--- config.mk ---
export PLATFORM = sky130hd
export DESIGN_NAME = fetch_unit
export DESIGN_NICKNAME = d
export VERILOG_FILES = /design/src/rtl/fetch_unit.sv
export SDC_FILE = /design/constraint.sdc
export NUM_CORES = 1
export LEC_CHECK = 0
export CAP_MARGIN = 20
export CELL_PAD_IN_SITES_DETAIL_PLACEMENT = 1
export CELL_PAD_IN_SITES_GLOBAL_PLACEMENT = 1
export CORE_MARGIN = 2
export CORE_UTILIZATION = 45
export CTS_BUF_LIST = sky130_fd_sc_hd__clkbuf_2
export CTS_CLUSTER_DIAMETER = 30
export CTS_CLUSTER_SIZE = 40
export DETAILED_ROUTE_END_ITERATION = 8
export PLACE_DENSITY = 0.75
export SYNTH_ARGS = -nofsm -noshare
export SYNTH_HDL_FRONTEND = slang
export SYNTH_SLANG_ARGS = --single-unit
export TNS_END_PERCENT = 10
--- constraint.sdc ---
create_clock -name clock_i -period 26.2 [get_ports clock_i]
set_clock_uncertainty 0.15 [all_clocks]
set_input_delay 5.24 -clock clock_i [delete_from_list [all_inputs] [get_ports clock_i]]
set_output_delay 5.24 -clock clock_i [all_outputs]
set_load 0.05 [all_outputs]
--- src/rtl/fetch_unit.sv ---
// fetch_unit: instruction fetch stage.
// Owns the fetch PC, issues in-order imem reads, tracks in-flight PCs, and
// buffers returned words in a DEPTH-entry queue for decode. A branch redirect
// (flushBack_i level) is acknowledged with a one-cycle flushAck_o pulse; queued
// and in-flight instructions are discarded, and late responses are drained.
// Ports:
//   clock_i, reset_i (async, active high)
//   enable_i                  - allow new requests
//   flushBack_i, branchPc_i   - redirect level + target
//   flushAck_o                - one-cycle redirect accepted pulse
//   imemReq_o/Addr_o/Gnt_i    - request channel (req & gnt = handshake)
//   imemRvalid_i/Rdata_i      - in-order response channel
//   instrValid_o/instr_o/instrPc_o, isStalled_i - decode-side queue head
module fetch_unit #(
  parameter int ADDR_W  = 16,
  parameter int INSTR_W = 32,
  parameter int DEPTH   = 4,
  parameter int MAX_OUT = 2
) (
  input  logic               clock_i,
  input  logic               reset_i,
  input  logic               enable_i,
  input  logic               flushBack_i,
  input  logic [ADDR_W-1:0]  branchPc_i,
  output logic               flushAck_o,
  output logic               imemReq_o,
  output logic [ADDR_W-1:0]  imemAddr_o,
  input  logic               imemGnt_i,
  input  logic               imemRvalid_i,
  input  logic [INSTR_W-1:0] imemRdata_i,
  output logic               instrValid_o,
  output logic [INSTR_W-1:0] instr_o,
  output logic [ADDR_W-1:0]  instrPc_o,
  input  logic               isStalled_i
);
  localparam int QW = $clog2(DEPTH);
  localparam int CW = $clog2(DEPTH + 1);
  localparam int FW = (MAX_OUT > 1) ? $clog2(MAX_OUT) : 1;

  typedef enum logic {RUN, DRAIN} state_t;
  typedef struct packed {
    logic [INSTR_W-1:0] instr;
    logic [ADDR_W-1:0]  pc;
  } q_entry_t;

  state_t              state_q, state_d;
  logic [1:0]          out_q, out_d;     // outstanding requests (MAX_OUT <= 3)
  logic [1:0]          drop_q, drop_d;   // responses still to discard
  logic                ack_q;
  logic [ADDR_W-1:0]   fetch_pc_q;

  q_entry_t            q_mem [DEPTH];
  logic [QW-1:0]       q_head, q_tail;
  logic [CW-1:0]       q_cnt;

  logic [ADDR_W-1:0]   pf_mem [MAX_OUT]; // PCs of requests awaiting response
  logic [FW-1:0]       pf_rd, pf_wr;

  logic flush_acc, resp, room, req, gnt, push, pop;

  function automatic logic [FW-1:0] pf_inc(input logic [FW-1:0] p);
    return (int'(p) == MAX_OUT - 1) ? '0 : p + 1'b1;
  endfunction

  // The branch unit's level is still high during the ack cycle; ignore it then.
  assign flush_acc = flushBack_i & ~ack_q;
  // A response with nothing outstanding (e.g. after reset) is stale: drop it.
  assign resp      = imemRvalid_i & (out_q != 2'd0);
  // Issue only when a queue slot is reserved for every outstanding response.
  assign room      = (int'(q_cnt) + int'(out_q)) < DEPTH;
  assign req       = (state_q == RUN) & enable_i & ~flush_acc & room &
                     (int'(out_q) < MAX_OUT);
  assign gnt       = req & imemGnt_i;
  assign push      = resp & (state_q == RUN) & ~flush_acc;
  assign pop       = (q_cnt != '0) & ~isStalled_i & ~flush_acc;

  // Next-state / outstanding bookkeeping.
  always_comb begin
    state_d = state_q;
    drop_d  = drop_q;
    out_d   = out_q;
    if (gnt && !resp)      out_d = out_q + 2'd1;
    else if (!gnt && resp) out_d = out_q - 2'd1;
    if (flush_acc) begin
      // No grant can happen here, so out_d already excludes a same-cycle response.
      drop_d  = out_d;
      state_d = (out_d != 2'd0) ? DRAIN : RUN;
    end else if (state_q == DRAIN && resp) begin
      drop_d = drop_q - 2'd1;
      if (drop_q == 2'd1) state_d = RUN;
    end
  end

  always_ff @(posedge clock_i or posedge reset_i) begin
    if (reset_i) begin
      state_q <= RUN;
      drop_q  <= '0;
      out_q   <= '0;
      ack_q   <= 1'b0;
    end else begin
      state_q <= state_d;
      drop_q  <= drop_d;
      out_q   <= out_d;
      ack_q   <= flush_acc;
    end
  end

  always_ff @(posedge clock_i or posedge reset_i) begin
    if (reset_i) begin
      fetch_pc_q <= '0;
      q_head     <= '0;
      q_tail     <= '0;
      q_cnt      <= '0;
      pf_rd      <= '0;
      pf_wr      <= '0;
      for (int i = 0; i < DEPTH; i++)   q_mem[i]  <= '0;
      for (int i = 0; i < MAX_OUT; i++) pf_mem[i] <= '0;
    end else if (flush_acc) begin
      fetch_pc_q <= branchPc_i;
      q_head     <= '0;
      q_tail     <= '0;
      q_cnt      <= '0;
      pf_rd      <= '0;
      pf_wr      <= '0;
    end else begin
      if (gnt) begin
        fetch_pc_q    <= fetch_pc_q + 1'b1;
        pf_mem[pf_wr] <= fetch_pc_q;
        pf_wr         <= pf_inc(pf_wr);
      end
      if (push) begin
        q_mem[q_tail] <= '{instr: imemRdata_i, pc: pf_mem[pf_rd]};
        q_tail        <= q_tail + 1'b1;
        pf_rd         <= pf_inc(pf_rd);
      end
      if (pop) q_head <= q_head + 1'b1;
      if (push && !pop)      q_cnt <= q_cnt + 1'b1;
      else if (!push && pop) q_cnt <= q_cnt - 1'b1;
    end
  end

  // Request is gated by reset so every output reads 0 while reset is held.
  assign imemReq_o    = req & ~reset_i;
  assign imemAddr_o   = fetch_pc_q;
  assign flushAck_o   = ack_q;
  assign instrValid_o = (q_cnt != '0);
  assign instr_o      = q_mem[q_head].instr;
  assign instrPc_o    = q_mem[q_head].pc;
endmodule
==> results of run 1 <==
[cell families after synthesis]
kind of cell | after synthesis | synth area share
DFF | 255 | 0.568
muxes | 225 | 0.272
and+or+nand+nor | 153 | 0.0625
AOI/OAI and AO/OA | 103 | 0.0521
buffers and inverters | 58 | 0.0218
xor gates and xnor gates | 16 | 0.0125
adders and majority gates | 9 | 0.0107
[registers in the layout (all words and copies together) (netlist names)]
name,count
out_q,2
q_head,2
imemAddr_o,16
pf_wr,1
flushAck_o,1
state_q,1
pf_mem,32
drop_q,2
q_cnt,3
q_mem,192
q_tail,2
pf_rd,1
[layer usage]
| layer | global-route usage | part of all wire | up-vias |
|---|---|---|---|
| li1 | - | - | 3287 |
| met1 | 0.272 | 0.46 | 3680 |
| met3 | 0.0406 | 0.043 | 42 |
| met5 | 0 | 0 | - |
| met4 | 0.0575 | 0.018 | 0 |
| met2 | 0.333 | 0.48 | 157 |
[power by group through the flow]
| stage | Clock, mW | Sequential [mW] | Combinational [mW] |
|---|---|---|---|
| after floorplan | 0 | 0.618 | 0.558 |
| after global placement | 0 | 0.644 | 0.737 |
| after detailed placement | 0 | 0.653 | 0.752 |
| after CTS | 0.325 | 0.644 | 0.754 |
| after global routing | 0.345 | 0.665 | 0.796 |
| final | 0.313 | 0.643 | 0.744 |
[cell usage after synthesis]
cell type and n:
nand2b_1 2, xnor2_1 13, xor2_1 3, buf_1 4
nand2_1 86, mux2_2 160, mux4_2 48, a31oi_1 3
fa_1 1, a21oi_1 3, o31ai_1 1, nor3_1 5
a22o_1 1, and4_1 2, nor4b_1 1, nor2b_1 3
a221o_1 6, o21ai_0 79, or3_1 3, nand4_1 4
o311ai_0 2, clkinv_1 1, o211ai_1 1, a211oi_1 1
nand3_1 10, nor2_2 1, nor2_1 17, ha_1 8
nor3b_1 3, dfrtp_1 255, a311oi_1 1, and3_1 8
buf_2 22, mux2i_1 17, inv_1 8, nor4_1 3
nand2_2 4, a21o_1 5, clkbuf_1 23, nor3_4 1
[layout by cell type, fill, tap and decap left out, types with 4 or more instances in the layout]
cell type        instances
nand2_1                 86
and3_1                   8
dfrtp_1                253
nand2_2                  4
clkinv_1                11
mux4_2                  48
clkbuf_2                69
nand4_1                  4
xnor2_1                 13
a21o_1                   5
a221o_1                  6
mux2i_1                 17
inv_1                    7
ha_1                     8
nor2_1                  17
bufinv_16                7
nand3_1                 10
clkdlybuf4s50_1        121
buf_4                    9
o21ai_0                 79
nor3_1                   5
mux2_2                 160
clkinv_2                13
[how the worst max path moves through the flow]
stage          depth (start not counted)   endpoint    start
2_1_floorplan                          3  imemReq_o  reset_i
3_3_place_gp                           5  imemReq_o  reset_i
3_5_place_dp                           5  imemReq_o  reset_i
4_1_cts                                5  imemReq_o  reset_i
5_1_grt                                5  imemReq_o  reset_i
6_report                               5  imemReq_o  reset_i
[final cells by class]
type	count	area [um2]
Fill cell	2498	11000
Sequential cell	255	6390
Multi-Input combinational cell	506	4600
Timing Repair Buffer	130	1280
Tap cell	324	405
Clock buffer	69	345
Clock inverter	34	345
Inverter	9	41.3
Antenna cell	1	2.50
[through the flow]
stage | worst slack [ns] | std cells | util
after floorplan | 9.16 | 819 | -
after global placement | 13.25 | 1224 | 0.521
after detailed placement | 13.25 | 1224 | 0.521
after CTS | 13.23 | 1327 | 0.549
after global routing | 13.11 | 1328 | 0.550
final | 13.25 | 1328 | 0.550
[worst min-delay path: stages, from the launching register on]
cell,delay [ns]
dfrtp_1,0.35
nand2_1,0.05
o21ai_0,0.06
==> results by group, run 1 <==
Route
  – Vias: 7166
  – Wirelength per Cell: ~19 um
  – Antenna-violating nets left: 0
  – Residual DRC: 0
  – Routed WL: around 25 mm
  – Post-DR vias/cell: 5.40
  – DR pass1 iterations: 4
  – Initial drt markers: between 200 and 300

Power
  – Clock power share: 0.184
  – Total power: 1.70 mW
  – Sw frac: 0.404
  – Switch Pwr: roughly 0.69 mW
  – Pwr per Cell Area: around 130 mW/mm2
  – Logic pwr share: 0.438
  – VDD IR-drop max: slightly above 0.07 mV
  – Seq pwr share: 0.378
  – Leakage power: about 6 nW
  – Internal power: roughly 1 mW

CTS
  – Clock Tree Root: clkbuf_2
  – Clk_lat worst skew: approximately 0.84 ns
  – Clock-pin slew on the worst setup and hold paths: 0.10 ns
  – Post_cts resized: 0
  – Post-CTS setup buffer count: 0
  – Total CTS buffers: 58
  – Clk sinks: around 260
  – CTS tree: built
  – Post-cts hold buffer count: 0
  – Max clock buf depth: 3
  – H-tree lvl count: 2

Finish
  – Nets@finish: 1024
  – Layout cells sized above 1: 0.318
  – P&R area growth vs syn: 19.4%
  – Final Cell Area: about 0.013 mm2

Min path
  – HP Start: q_mem[55]
  – Hold crit path type: reg2reg
  – Hold path depth: 2
  – Hold EP: q_mem[55]

Timing
  – Fin. max-slew vios: 0
  – Fmax: a little under 0.08 GHz
  – Fin crit period: around 13 ns
  – Hold_ws: ~0.34 ns
  – Final hold vios: 0
  – Final setup viols: 0
  – Unrepaired setup endpoints after global routing: false
  – Slew @ Worst Pin: ~0.97 ns
  – Setup_tns: 0 ns
  – Final period utilization: 0.494
  – Relative slew slack: 0.354

Floorplanning
  – Io pins: approximately 120
  – Chip width: between 150 and 200 um
  – Starting Density: 0.460
  – Die Ht: between 150 and 200 um
  – Num rows: 57
  – Placeable Area: approximately 0.024 mm2
  – DIE AREA: 0.0262 mm2

GRT
  – Total track usage: 0.201
  – GRT Residual Overflow: 0
  – Pin count of the biggest net entering global routing: between 100 and 150
  – Initial antenna violation count: 1
  – Global-route wire length before repair: roughly 42 mm
  – Vias in the first global route: 8033

Critical path
  – Largest stage delay, worst path: between 0.8 and 0.9 ns
  – R2r startpoint: out_q[1]
  – Critical path class: in2out
  – Worst-path cell chain: clkdlybuf4s50_1 > inv_8 > nand3_1 > nor2_1 > clkdlybuf4s50_1
  – Worst reg2reg endpoint: pf_mem[31]
  – Crit path max fanout: around 120
  – Arrival @ worst endpoint: about 7.6 ns
  – CP Capture Type: primary output
  – Worst Path Required: roughly 21 ns
  – Crit path buf inv count: 3
  – Slowest CP cell: clkdlybuf4s50_1
  – R2R setup slack: roughly 23 ns
  – Reg2Reg Depth: 6
  – Worst path top cell family by delay: buffers and inverters
  – CP Launch Type: primary input
  – Most frequent cell on the critical path: clkdlybuf4s50_1

Synth
  – Area leader, netlist: dfrtp_1
  – Yosys reg bits: between 200 and 300
  – Synthesized area per cell: around 14 um2
  – Sequential share of the synthesized area: 0.568
  – Area share of the largest cell type after synthesis: 0.568
  – Mapped Cells: between 800 and 900
  – Syn_nets: between 800 and 900
  – Warnings from Yosys: 0
  – Post-synthesis cell area: 0.0112 mm2
  – Synth cell types: 40
  – Top cells by area in the synthesized netlist: dfrtp_1 57%, mux2_2 16%, mux4_2 9.6%

Place
  – Area post-placement: 0.0127 mm2
  – Placer congestion estimate: just under 0.8
  – IO buf count: approximately 120
  – Hpwl dp: between 15 and 20 mm

Job
  – MaxCap Viol Count: 0

Status
  – Run status: complete, no violations
No activity file was read; power rests on OpenSTA's default activity.
==> run 2, diff against run 1 <==
Clock period 26.2 ns to 13 ns, I/O delays scaled along.
==> results by group, run 2 (synthesis gave the netlist of run 1 again) <==
Status
  – Run status: complete, no violations

Route
  – Vias: 7127
  – Routed WL: roughly 25 mm
  – Post-DR vias/cell: ~5.4
  – Initial drt markers: ~250
  – Antenna-violating nets left: 0
  – DR pass1 iterations: 4
  – Residual DRC: 0
  – Wirelength per Cell: 18.8 um

CTS
  – Clk sinks: about 260
  – Clock-pin slew on the worst setup and hold paths: about 0.10 ns
  – Post-CTS setup buffer count: 0
  – Max clock buf depth: 3
  – H-tree lvl count: 2
  – CTS tree: built
  – Post_cts resized: 0
  – Clk_lat worst skew: 0.84 ns
  – Total CTS buffers: between 50 and 60
  – Clock Tree Root: clkbuf_2
  – Post-cts hold buffer count: 0

Timing
  – Final hold vios: 0
  – Slew @ Worst Pin: roughly 0.98 ns
  – Final setup viols: 0
  – Fin crit period: 7.38 ns
  – Relative slew slack: 0.348
  – Setup_tns: 0 ns
  – Final period utilization: 0.567
  – Unrepaired setup endpoints after global routing: false
  – Final Worst Setup Slack: 5.62 ns
  – Fin. max-slew vios: 0
  – Fmax: around 0.14 GHz

GRT
  – Total track usage: 0.197
  – Vias in the first global route: 7878
  – Pin count of the biggest net entering global routing: approximately 170
  – GRT Residual Overflow: 0
  – Initial antenna violation count: 1
  – Global-route wire length before repair: approximately 41 mm

Floorplanning
  – Chip width: 162 um
  – Die Ht: 162 um
  – Placeable Area: about 0.024 mm2
  – Io pins: ~120
  – Num rows: 57
  – DIE AREA: ~0.026 mm2
  – Starting Density: 0.460

Min path
  – Hold crit path type: reg2reg

Finish
  – Layout cells sized above 1: 0.314
  – P&R area growth vs syn: 19.2%
  – Commonest non-fill, non-tap cell in the layout: dfrtp_1
  – Fill cells: between 2k and 3k
  – Multi-input gate area: 0.00460 mm2
  – Reg area: roughly 0.0064 mm2
  – Nets@finish: around 1.0k
  – Commonest non-fill, non-tap cells in the layout: 253 x dfrtp_1, 160 x mux2_2, 121 x clkdlybuf4s50_1
  – Max FFs per register: around 190
  – Top reg by flops: q_mem

Place
  – Placer congestion estimate: a little under 0.8
  – Hpwl dp: approximately 15 mm
  – Post-placement setup slack: ~5.6 ns
  – IO buf count: between 100 and 150

Job
  – MaxCap Viol Count: 0

Critical path
  – Largest stage delay, worst path: about 0.82 ns
  – Worst-path cell chain: clkdlybuf4s50_1 > inv_8 > nand3_1 > nor2_1 > clkdlybuf4s50_1
  – Crit path max fanout: 85
  – CP Launch Type: primary input
  – Arrival @ worst endpoint: around 4.6 ns
  – Most frequent cell on the critical path: clkdlybuf4s50_1
  – Critical path class: in2out
  – Slowest CP cell: clkdlybuf4s50_1
  – Worst Path Required: around 10 ns
  – CP Capture Type: primary output

Power
  – VDD IR-drop max: around 0.16 mV
  – Total power: between 3 and 4 mW
  – Leakage power: 5.93 nW
  – Pwr per Cell Area: between 200 and 300 mW/mm2
[run 2: per-stage QoR]
stage	instance area, um2	std cells	hold slack, ns	utilization
3_5_place_dp	12700	1222	0.317	0.521
2_1_floorplan	11200	819	0.295	-
4_1_cts	13300	1326	0.345	0.547
6_report	13400	1332	0.340	0.549
3_3_place_gp	12700	1222	0.307	0.521
5_1_grt	13400	1332	0.371	0.549
[run 2: path summary, 6_finish.rpt]
kind | start | end | slack [ns] | depth (start not counted)
hold reg to reg | q_mem[6] | q_mem[6] | 0.34 | 2
max in group asynchronous | reset_i | q_mem[121] | 9.22 | 3
min in group asynchronous | reset_i | q_mem[113] | 2.09 | 2
setup reg to reg | q_cnt[1] | pf_mem[27] | 10.11 | 6
hold / removal | q_mem[6] | q_mem[6] | 0.34 | 2
setup / recovery | reset_i | imemReq_o | 5.62 | 5
[run 2: routing by layer]
metal | wire (um) | global-route usage | part of all wire
met1 | 11600 | 0.272 | 0.46
met2 | 11700 | 0.321 | 0.47
met3 | 1190 | 0.0426 | 0.048
met4 | 474 | 0.0527 | 0.019
met5 | 0 | 0 | 0
[run 2: worst max-delay path: cells and delay by family]
| kind | cells | cell delay (ns) |
|---|---|---|
| simple gates | 2 | 0.25 |
| buf+inv | 3 | 1.77 |
[run 2: final cells by class]
type,count,share of cell area
antenna,5,0.000935
multi-input combinational,506,0.344
tap,324,0.0303
timing repair buffer,129,0.0974
sequential,255,0.477
clock buffer,62,0.0232
clock inverter,42,0.0244
inverter,9,0.00308
[run 2: power by group]
group          internal [mW]  switching (mW)  leakage [nW]
Clock                  0.230           0.341         0.401
Sequential              1.09           0.209          3.32
Combinational          0.667           0.841          2.21
Total                   1.98            1.39          5.93
==> run 3, diff against run 2 <==
Clock period 13 ns to 7.6 ns, I/O delays scaled along.
==> results by group, run 3 (synthesis gave the netlist of run 1 again) <==
Job
  – MaxCap Viol Count: 0

Route
  – DR pass1 iterations: 4
  – Post-DR vias/cell: 5.42
  – Initial drt markers: 278
  – Wirelength per Cell: between 15 and 20 um
  – Routed WL: approximately 25 mm
  – Residual DRC: 0
  – Vias: slightly above 7k
  – Antenna-violating nets left: 0

Timing
  – Final period utilization: 0.683
  – Unrepaired setup endpoints after global routing: false
  – Relative slew slack: 0.342
  – Setup_tns: 0 ns
  – Final setup viols: 0
  – Final hold vios: 0
  – Fmax: just under 0.2 GHz
  – Slew @ Worst Pin: ~0.99 ns
  – Fin crit period: between 5 and 6 ns
  – Fin. max-slew vios: 0
  – Final Worst Setup Slack: around 2.4 ns

Floorplanning
  – Num rows: 57
  – Starting Density: 0.460
  – DIE AREA: about 0.026 mm2
  – Chip width: 162 um
  – Io pins: between 100 and 150
  – Die Ht: 162 um
  – Placeable Area: 0.0244 mm2

Critical path
  – Slowest CP cell: clkdlybuf4s50_1
  – CP Launch Type: flip-flop
  – Worst reg2reg endpoint: pf_mem[30]
  – Worst Path Required: ~5.9 ns
  – Crit path max fanout: 38
  – Critical path class: reg2out
  – Arrival @ worst endpoint: ~3.5 ns
  – Largest stage delay, worst path: ~0.73 ns
  – Worst Setup SP: q_head[0]
  – Worst-path cell chain: buf_4 > mux4_2 > clkdlybuf4s50_1
  – CP Capture Type: primary output
  – Worst path top cell family by delay: buffers and inverters
  – R2r startpoint: out_q[1]
  – R2R setup slack: about 4.7 ns
  – Crit path buf inv count: 2
  – Reg2Reg Depth: 6

Power
  – Clock power share: 0.181
  – Sw frac: 0.407
  – Pwr per Cell Area: around 440 mW/mm2
  – Seq pwr share: 0.375
  – Logic pwr share: 0.444
  – Leakage power: between 5 and 6 nW
  – Switch Pwr: between 2 and 2.5 mW
  – VDD IR-drop max: approximately 0.29 mV
  – Internal power: between 3 and 4 mW

CTS
  – Clk sinks: around 260
  – Post-CTS setup buffer count: 0
  – Max clock buf depth: 3
  – Clk_lat worst skew: ~0.85 ns
  – Clock Tree Root: clkbuf_2
  – Post-cts hold buffer count: 0
  – Clock-pin slew on the worst setup and hold paths: approximately 0.11 ns
  – Post_cts resized: 0
  – Total CTS buffers: 58
  – H-tree lvl count: 2
  – CTS tree: built

GRT
  – Total track usage: 0.202
  – Initial antenna violation count: 1
  – Global-route wire length before repair: approximately 43 mm
  – GRT Residual Overflow: 0
  – Vias in the first global route: between 8k and 9k
  – Pin count of the biggest net entering global routing: between 150 and 200

Place
  – Area post-placement: ~0.013 mm2
  – Post-placement setup slack: around 2.5 ns
  – Hpwl dp: about 15 mm
  – IO buf count: 121
  – Placer congestion estimate: ~0.79

Finish
  – Top reg by flops: q_mem
  – Fill cells: about 2.5k
  – P&R area growth vs syn: 19.5%
  – Layout cells sized above 1: 0.321
  – Max FFs per register: between 150 and 200
  – Final Cell Area: 0.0134 mm2
  – Commonest non-fill, non-tap cells in the layout: 253 x dfrtp_1, 160 x mux2_2, 121 x clkdlybuf4s50_1
  – Nets@finish: 1024
  – Commonest non-fill, non-tap cell in the layout: dfrtp_1

Min path
  – HP Start: q_mem[15]
  – Hold EP: q_mem[15]
  – Hold crit path type: reg2reg
  – Hold path depth: 2

Status
  – Run status: complete, no violations
-- run 3: final cells by class --
type / instances / area [um2] / area share
Clock inverter: 36 / 345 / 0.0257
Antenna cell: 1 / 2.50 / 0.000187
Inverter: 9 / 37.5 / 0.00280
Clock buffer: 69 / 345 / 0.0257
Multi-Input combinational cell: 506 / 4600 / 0.343
Timing Repair Buffer: 130 / 1290 / 0.0963
Tap cell: 324 / 405 / 0.0302
Sequential cell: 255 / 6390 / 0.476
-- run 3: worst min-delay path: stages (launching register included) --
cell     delay, ns
dfrtp_1       0.35
nand2_1       0.05
o21ai_0       0.06
-- run 3: power by group through the flow --
stage | Sequential [mW] | Clock [mW] | Combinational [mW]
after floorplan | 2.13 | 0 | 1.92
after global placement | 2.19 | 0 | 2.56
after detailed placement | 2.22 | 0 | 2.62
after CTS | 2.20 | 1.11 | 2.63
after global routing | 2.27 | 1.17 | 2.77
final | 2.19 | 1.06 | 2.59
-- run 3: worst max path at each step --
| stage | endpoint | slack (ns) | depth (start not counted) |
|---|---|---|---|
| after global placement | imemReq_o | 2.52 | 5 |
| after floorplan | imemReq_o | 0.24 | 3 |
| after global routing | instrPc_o[12] | 2.11 | 3 |
| final | instrPc_o[7] | 2.41 | 3 |
| after CTS | instrPc_o[7] | 2.20 | 3 |
| after detailed placement | imemReq_o | 2.50 | 5 |
-- run 3: metrics by stage --
stage | power (mW) | hold WS (ns) | utilization | instances
detailed placement | 4.84 | 0.316 | 0.521 | 1224
finish | 5.84 | 0.339 | 0.550 | 1330
global route | 6.21 | 0.355 | 0.550 | 1330
CTS | 5.94 | 0.341 | 0.550 | 1329
floorplan | 4.05 | 0.295 | - | 819
global placement | 4.75 | 0.306 | 0.521 | 1224
-- run 3: metal layers --
metal / GRT usage / vias to the layer above / part of all wire
li1: - / 3282 / -
met1: 0.268 / 3710 / 0.45
met2: 0.340 / 171 / 0.48
met3: 0.0393 / 50 / 0.043
met4: 0.0628 / 0 / 0.022
met5: 0 / - / 0
